--- config.mk ---
export PLATFORM = sky130hd
export DESIGN_NAME = fifo_rd_stream
export DESIGN_NICKNAME = d
export VERILOG_FILES = /design/src/rtl/fifo_rd_stream.sv
export SDC_FILE = /design/constraint.sdc
export NUM_CORES = 1
export LEC_CHECK = 0
export ABC_AREA = 0
export BUFFER_PORTS_ARGS = -buffer_cell sky130_fd_sc_hd__buf_2
export CELL_PAD_IN_SITES_DETAIL_PLACEMENT = 0
export CELL_PAD_IN_SITES_GLOBAL_PLACEMENT = 2
export CORE_MARGIN = 3
export CORE_UTILIZATION = 31
export CTS_CLUSTER_DIAMETER = 30
export DETAILED_ROUTE_END_ITERATION = 8
export PLACE_DENSITY_LB_ADDON = 0.1
export SYNTH_ARGS = -nofsm -noshare
export SYNTH_HDL_FRONTEND = slang
export SYNTH_SLANG_ARGS = --single-unit
--- constraint.sdc ---
create_clock -name clk -period 1.6 [get_ports clk]
set_input_delay 0.08 -clock clk [delete_from_list [all_inputs] [get_ports clk]]
set_output_delay 0.08 -clock clk [all_outputs]
set_load 0.01 [all_outputs]
--- src/rtl/fifo_rd_stream.sv ---
// fifo_rd_stream
// Read-side consumer for the async FIFO. Pops words from the FIFO's
// read port into a two-entry buffer (head + skid) and presents them as a
// registered valid/ready stream. The pop decision depends only on
// registered occupancy and the FIFO's empty flag, never on m_ready, so
// downstream backpressure never forms a combinational path to rinc.
// The buffer still sustains one word per clock when m_ready stays high.
// A free-running counter records completed output handshakes for debug.
module fifo_rd_stream #(
    parameter int MSB  = 8,
    parameter int CNTW = 16
) (
    input  logic            clk,
    input  logic            rst_n,
    input  logic            empty,
    input  logic [MSB-1:0]  rdata,
    output logic            rinc,
    output logic [MSB-1:0]  m_data,
    output logic            m_valid,
    input  logic            m_ready,
    output logic [1:0]      occ,
    output logic [CNTW-1:0] word_cnt
);

    // Occupancy doubles as the controller state.
    localparam logic [1:0] ST_EMPTY = 2'd0;
    localparam logic [1:0] ST_ONE   = 2'd1;
    localparam logic [1:0] ST_TWO   = 2'd2;

    logic            en_reg;
    logic [1:0]      occ_reg,   occ_next;
    logic [MSB-1:0]  head_reg,  head_next;
    logic [MSB-1:0]  skid_reg,  skid_next;
    logic            valid_reg, valid_next;
    logic [CNTW-1:0] cnt_reg,   cnt_next;
    logic            push;
    logic            pop;

    // Pop from the FIFO only once out of reset, when it has data and the
    // buffer has room. Deliberately independent of m_ready.
    assign rinc = en_reg & ~empty & (occ_reg != ST_TWO);

    assign push = rinc;
    assign pop  = valid_reg & m_ready;

    assign m_data   = head_reg;
    assign m_valid  = valid_reg;
    assign occ      = occ_reg;
    assign word_cnt = cnt_reg;

    // Enable rises one edge after reset release so no pop can coincide
    // with the FIFO's own reset release on the shared net.
    always_ff @(posedge clk or negedge rst_n) begin
        if (!rst_n) begin
            en_reg <= 1'b0;
        end else begin
            en_reg <= 1'b1;
        end
    end

    // Next buffer contents: head always holds the oldest word, skid only
    // ever holds the word behind it, so ordering is preserved.
    always_comb begin
        occ_next  = occ_reg;
        head_next = head_reg;
        skid_next = skid_reg;
        case (occ_reg)
            ST_EMPTY: begin
                if (push) begin
                    head_next = rdata;
                    occ_next  = ST_ONE;
                end
            end
            ST_ONE: begin
                if (push && pop) begin
                    head_next = rdata;
                    occ_next  = ST_ONE;
                end else if (push) begin
                    skid_next = rdata;
                    occ_next  = ST_TWO;
                end else if (pop) begin
                    occ_next  = ST_EMPTY;
                end
            end
            ST_TWO: begin
                // rinc is held low here, so only a drain can happen.
                if (pop) begin
                    head_next = skid_reg;
                    occ_next  = ST_ONE;
                end
            end
            default: begin
                occ_next = ST_EMPTY;
            end
        endcase
        valid_next = (occ_next != ST_EMPTY);
        cnt_next   = cnt_reg + CNTW'(pop);
    end

    // Buffer, valid and handshake counter registers; head keeps the last
    // delivered word when the buffer drains.
    always_ff @(posedge clk or negedge rst_n) begin
        if (!rst_n) begin
            occ_reg   <= ST_EMPTY;
            head_reg  <= '0;
            skid_reg  <= '0;
            valid_reg <= 1'b0;
            cnt_reg   <= '0;
        end else begin
            occ_reg   <= occ_next;
            head_reg  <= head_next;
            skid_reg  <= skid_next;
            valid_reg <= valid_next;
            cnt_reg   <= cnt_next;
        end
    end

endmodule

==> results of run 1 <==
per-stage QoR:
step | setup slack [ns] | utilization [%] | std cells
floorplan | -0.0160 | - | 122
global placement | -0.00590 | 40.6 | 240
detailed placement | -0.0192 | 40.6 | 240
CTS | -0.0306 | 42.8 | 249
global route | -0.0663 | 43.9 | 250
finish | -0.0325 | 43.9 | 250
routing by layer:
| metal | GRT usage, % | part of all wire [%] | vias to the layer above |
|---|---|---|---|
| met5 | 0 | 0 | - |
| met4 | 4.80 | 1.2 | 0 |
| met3 | 2.90 | 5.0 | 5 |
| met2 | 22.6 | 52 | 32 |
| met1 | 13.9 | 42 | 571 |
| li1 | - | - | 552 |
synthesized netlist by cell type, drive strengths merged (2+ instances only):
master	n
o21ai	2
nor4	5
xor2	7
mux2	24
nor3	2
inv	3
ha	2
and2	2
nor2	2
nand3	4
nand4	5
nor2b	2
dfrtp	36
xnor2	8
nand2	7
nand4b	2
report_power, final:
part,switching (µW),internal [µW]
Clock,310,350
Sequential,209,1230
Combinational,538,700
Total,1060,2270
final timing paths:
| path | from | endpoint | slack [ns] | cells after the start |
|---|---|---|---|---|
| worst min register to register | word_cnt[15]$_DFF_PN0_ | word_cnt[15]$_DFF_PN0_ | 0.46 | 1 |
| worst max register to register | occ[1]$_DFF_PN0_ | m_data[7]$_DFFE_PN0P_ | -0.03 | 3 |
| worst min-delay path | rdata[3] | skid_reg[3]$_DFFE_PN0P_ | 0.04 | 2 |
| min in group asynchronous | rst_n | skid_reg[6]$_DFFE_PN0P_ | 0.29 | 2 |
| max in group asynchronous | rst_n | word_cnt[14]$_DFF_PN0_ | 0.80 | 3 |
| worst max-delay path | occ[1]$_DFF_PN0_ | m_data[7]$_DFFE_PN0P_ | -0.03 | 3 |
final cells by class:
class / instances / area (µm²)
clock buffer: 7 / 86.3
tap: 67 / 83.8
fill: 497 / 2720
sequential: 36 / 902
inverter: 3 / 11.3
clock inverter: 1 / 7.51
timing repair buffer: 54 / 310
multi-input combinational: 82 / 728
logic make-up after synthesis:
group,after synthesis
DFF,36
and+or+nand+nor,35
muxes,24
xor gates and xnor gates,15
AOI/OAI and AO/OA,5
buffers and inverters,4
adders and majority gates,2
other,1
critical path, cell delays in order, from the launching register on:
cell and delay (ns):
dfrtp_2 0.43, or4b_4 0.53, o211ai_4 0.21, mux2_4 0.34
timing repair:
action,CTS,global route
setup buffers,0,1
pin swaps,0,1
endpoints found under the setup margin,8,10
hold endpoints to repair,20,0
hold buffers,1,0
resized for setup,0,12
==> out/metrics.cfg, run 1 <==
[synthesis]
synth-edff-count=0
ys_types=25
synth_top_area_cell=dfrtp_1
async_reset_ff_share_pct=100
syn_area_per_cell_um2=13.0
synth_compound_area_share_pct=2.21
synth.area.top_cells=dfrtp_1 57%, mux2_2 17%, xnor2_1 4.4%
syn_nets=136
synth-simple-area-share_pct=13.0
muxShareOfSynthArea_pct=17.0
synth-xor-area-share_pct=8.27
ys_warn_count=0
synth_top_family_by_area=multiplexers
synthesis.area_mm2=0.00159
synth_cells=122
ys_ff_latch=36
ys_seq_area_share_pct=56.7
synth_ff_type=dfrtp_1
synth_top_area_share_pct=56.7
synthAdderAreaFrac_pct=1.58

[placement]
port_buffers=39
post-dp-hpwl_mm=2.63
placed_area_mm2=0.00197
place.gp.congestion=0.803

[power]
p_leak_uw=0.00102
irDropWorstVdd_mv=0.554
total_power_uw=3330
power.density_mw_per_mm2=1560

[floorplan]
core_region_area_mm2=0.00485
initial_core_util_pct=32.7
io_pins=40
die_area_mm2=0.00602
rows=25
die_x_um=77.6
die_h_um=77.6

[timing]
post-route-min-period_ns=1.63
max_slew_margin_pct=66.5
tightest_slew_ns=0.502
rsz0062_at_grt=yes
final.setup_skew_ns=0.00599
whs_ns=0.0400
setup_violations=8
setup_tns_ns=-0.232
period_share_pct=102
final_max_slew_viol_count=0
worst_slack_ns=-0.0325
fmax_mhz=613
hold_violations=0

[cells_and_area]
drive_gt1_share_pct=49.7
final_cell_mix=39 x buf_2, 35 x dfrtp_1, 16 x mux2_2, 14 x buf_4
num_antenna_cells=0
nets=196
final_common_cell=buf_2
design_area_mm2=0.00213
area_growth_pct=34.1
largest_reg_flops=16

[clocking]
numCtsBuffers=5
cts_sinks=36
cts_root_buf=clkbuf_8
insertion_delay_ns=0.28
htree_num_levels=2
clkTransAtPathRegs_ns=0.07
cts_tree=done
clock_path_buffers=2

[global_route]
antenna_found_initial=0
grt_pass1_vias=1261
grt_pass1_wl_mm=5.82
grt_use_total_pct=12.4
grt_max_degree=23
overflow=0

[setup_path]
cp.required_ns=1.76
cp_max_fo=8
crit_arrival_ns=1.80
start_kind=flip-flop
path_class=reg -> reg
critPathCaptureType=flip-flop

[routing]
drt_first_pass_iters=4
vias_per_cell=4.64
drtIter0Drc=47
vias=1160
wire_per_inst_um=14.4
ant_nets=0
routed_wl_mm=3.60
drc=0

[hold_path]
min_path_type=in -> reg

[run]
maxCapViolCount=0

[outcome]
violations=negative setup slack
status=complete, but fails checks

(Power assumes the default switching activity.)
==> inputs of run 2 (changes only) <==
CORE_ASPECT_RATIO = 1.4   (was not set)
SKIP_CTS_REPAIR_TIMING = 1   (was not set)
==> out/metrics.cfg, run 2 (synthesized netlist as in run 1, its figures left out) <==
[setup_path]
cp_max_fo=8
path_class=reg -> reg
path_delay_family=simple AND/OR/NAND/NOR gates
cp_cell_sequence=or4b_4 -> o211ai_4 -> mux2_2
r2r_setup_slack_ns=-0.03
cp.required_ns=1.77
start_kind=flip-flop
crit_buf_inv=0
crit_arrival_ns=1.79
cp_slowest_cell=or4b_4
critPathCaptureType=flip-flop
slowest_delay_ns=0.53

[timing]
period_share_pct=102
setup_tns_ns=-0.114
post-route-min-period_ns=1.63
worst_slack_ns=-0.0264
final_max_slew_viol_count=0
final.setup_skew_ns=0.00298
hold_violations=0
fmax_mhz=615
setup_violations=5
rsz0062_at_grt=yes

[clocking]
cts_sinks=36
cts_tree=done
htree_num_levels=2
cts_root_buf=clkbuf_8
insertion_delay_ns=0.28
numCtsBuffers=5
clkTransAtPathRegs_ns=0.07
clock_path_buffers=2

[power]
p_seq_share_pct=44.6
p_clk_share_pct=20.6
pwr-share-comb_pct=34.8
power.density_mw_per_mm2=1540
power.switching_uw=1020
total_power_uw=3210
p_sw_share_pct=31.7
p_int_uw=2190
p_leak_uw=0.000998
irDropWorstVdd_mv=0.731

[routing]
routed_wl_mm=3.36
drt_first_pass_iters=4
drc=0
drtIter0Drc=20
vias_per_cell=4.64
ant_nets=0
wire_per_inst_um=13.8
vias=1132

[placement]
port_buffers=39
place.gp.congestion=0.747
post-dp-hpwl_mm=2.54

[cells_and_area]
num_antenna_cells=0
final_cell_mix=39 x buf_2, 35 x dfrtp_1, 21 x mux2_2, 11 x buf_4, 8 x xnor2_1
area_growth_pct=31.6
fillers=495
final_common_cell=buf_2
nets=193
largest_reg_flops=16
drive_gt1_share_pct=50.0

[floorplan]
rows=30
die_h_um=90.7
core_region_area_mm2=0.00492
io_pins=40
die_area_mm2=0.00603
initial_core_util_pct=32.3
die_x_um=66.5

[global_route]
grt_pass1_vias=1182
antenna_found_initial=0
overflow=0
grt_use_total_pct=11.8
grt_max_degree=18
grt_pass1_wl_mm=5.47

[hold_path]
min_path_type=in -> reg

[outcome]
status=complete, but fails checks
violations=negative setup slack

[run]
maxCapViolCount=0

run 2: through the flow:
stage / std cells / cell area, µm² / util (%) / setup slack [ns] / hold WS (ns)
2_1_floorplan: 122 / 1600 / - / -0.0160 / -0.216
3_3_place_gp: 235 / 1950 / 39.7 / 0.0141 / 0.0168
3_5_place_dp: 235 / 1950 / 39.7 / -0.00988 / 0.0346
4_1_cts: 243 / 2040 / 41.6 / -0.0221 / -0.282
5_1_grt: 244 / 2090 / 42.5 / -0.0567 / 0.0407
6_report: 244 / 2090 / 42.5 / -0.0264 / 0.0425
run 2: layout make-up:
type	instances	area (µm²)	area share (%)
clock buffers	6	82.6	3.95
clock inverters	2	10.0	0.479
inverters	3	11.3	0.539
multi-input cells	82	716	34.3
flip-flops and latches	36	902	43.2
well taps	64	80.1	3.83
repair buffers	51	288	13.8
run 2: worst paths after layout:
check                                       startpoint                 endpoint  cells past startpoint
worst max-delay path                  occ[1]$_DFF_PN0_    m_data[0]$_DFFE_PN0P_                      3
worst min-delay path                          rdata[4]  skid_reg[4]$_DFFE_PN0P_                      2
worst max register to register        occ[1]$_DFF_PN0_    m_data[0]$_DFFE_PN0P_                      3
worst min register to register  word_cnt[15]$_DFF_PN0_   word_cnt[15]$_DFF_PN0_                      1
max in group asynchronous                        rst_n  skid_reg[0]$_DFFE_PN0P_                      3
min in group asynchronous                        rst_n  skid_reg[7]$_DFFE_PN0P_                      2
run 2: metal layers:
layer	vias up	wire length (µm)	GRT usage, %
met2	33	1700	19.6
li1	545	-	-
met4	0	49	5.08
met1	550	1440	14.2
met3	4	172	2.74
met5	-	0	0
run 2: power by group through the flow:
| stage | combinational [µW] | clock (µW) | sequential [µW] |
|---|---|---|---|
| CTS | 1100 | 698 | 1430 |
| global route | 1230 | 731 | 1470 |
| global placement | 1080 | 0 | 1430 |
| finish | 1120 | 662 | 1430 |
| floorplan | 506 | 0 | 1540 |
| detailed placement | 1100 | 0 | 1450 |
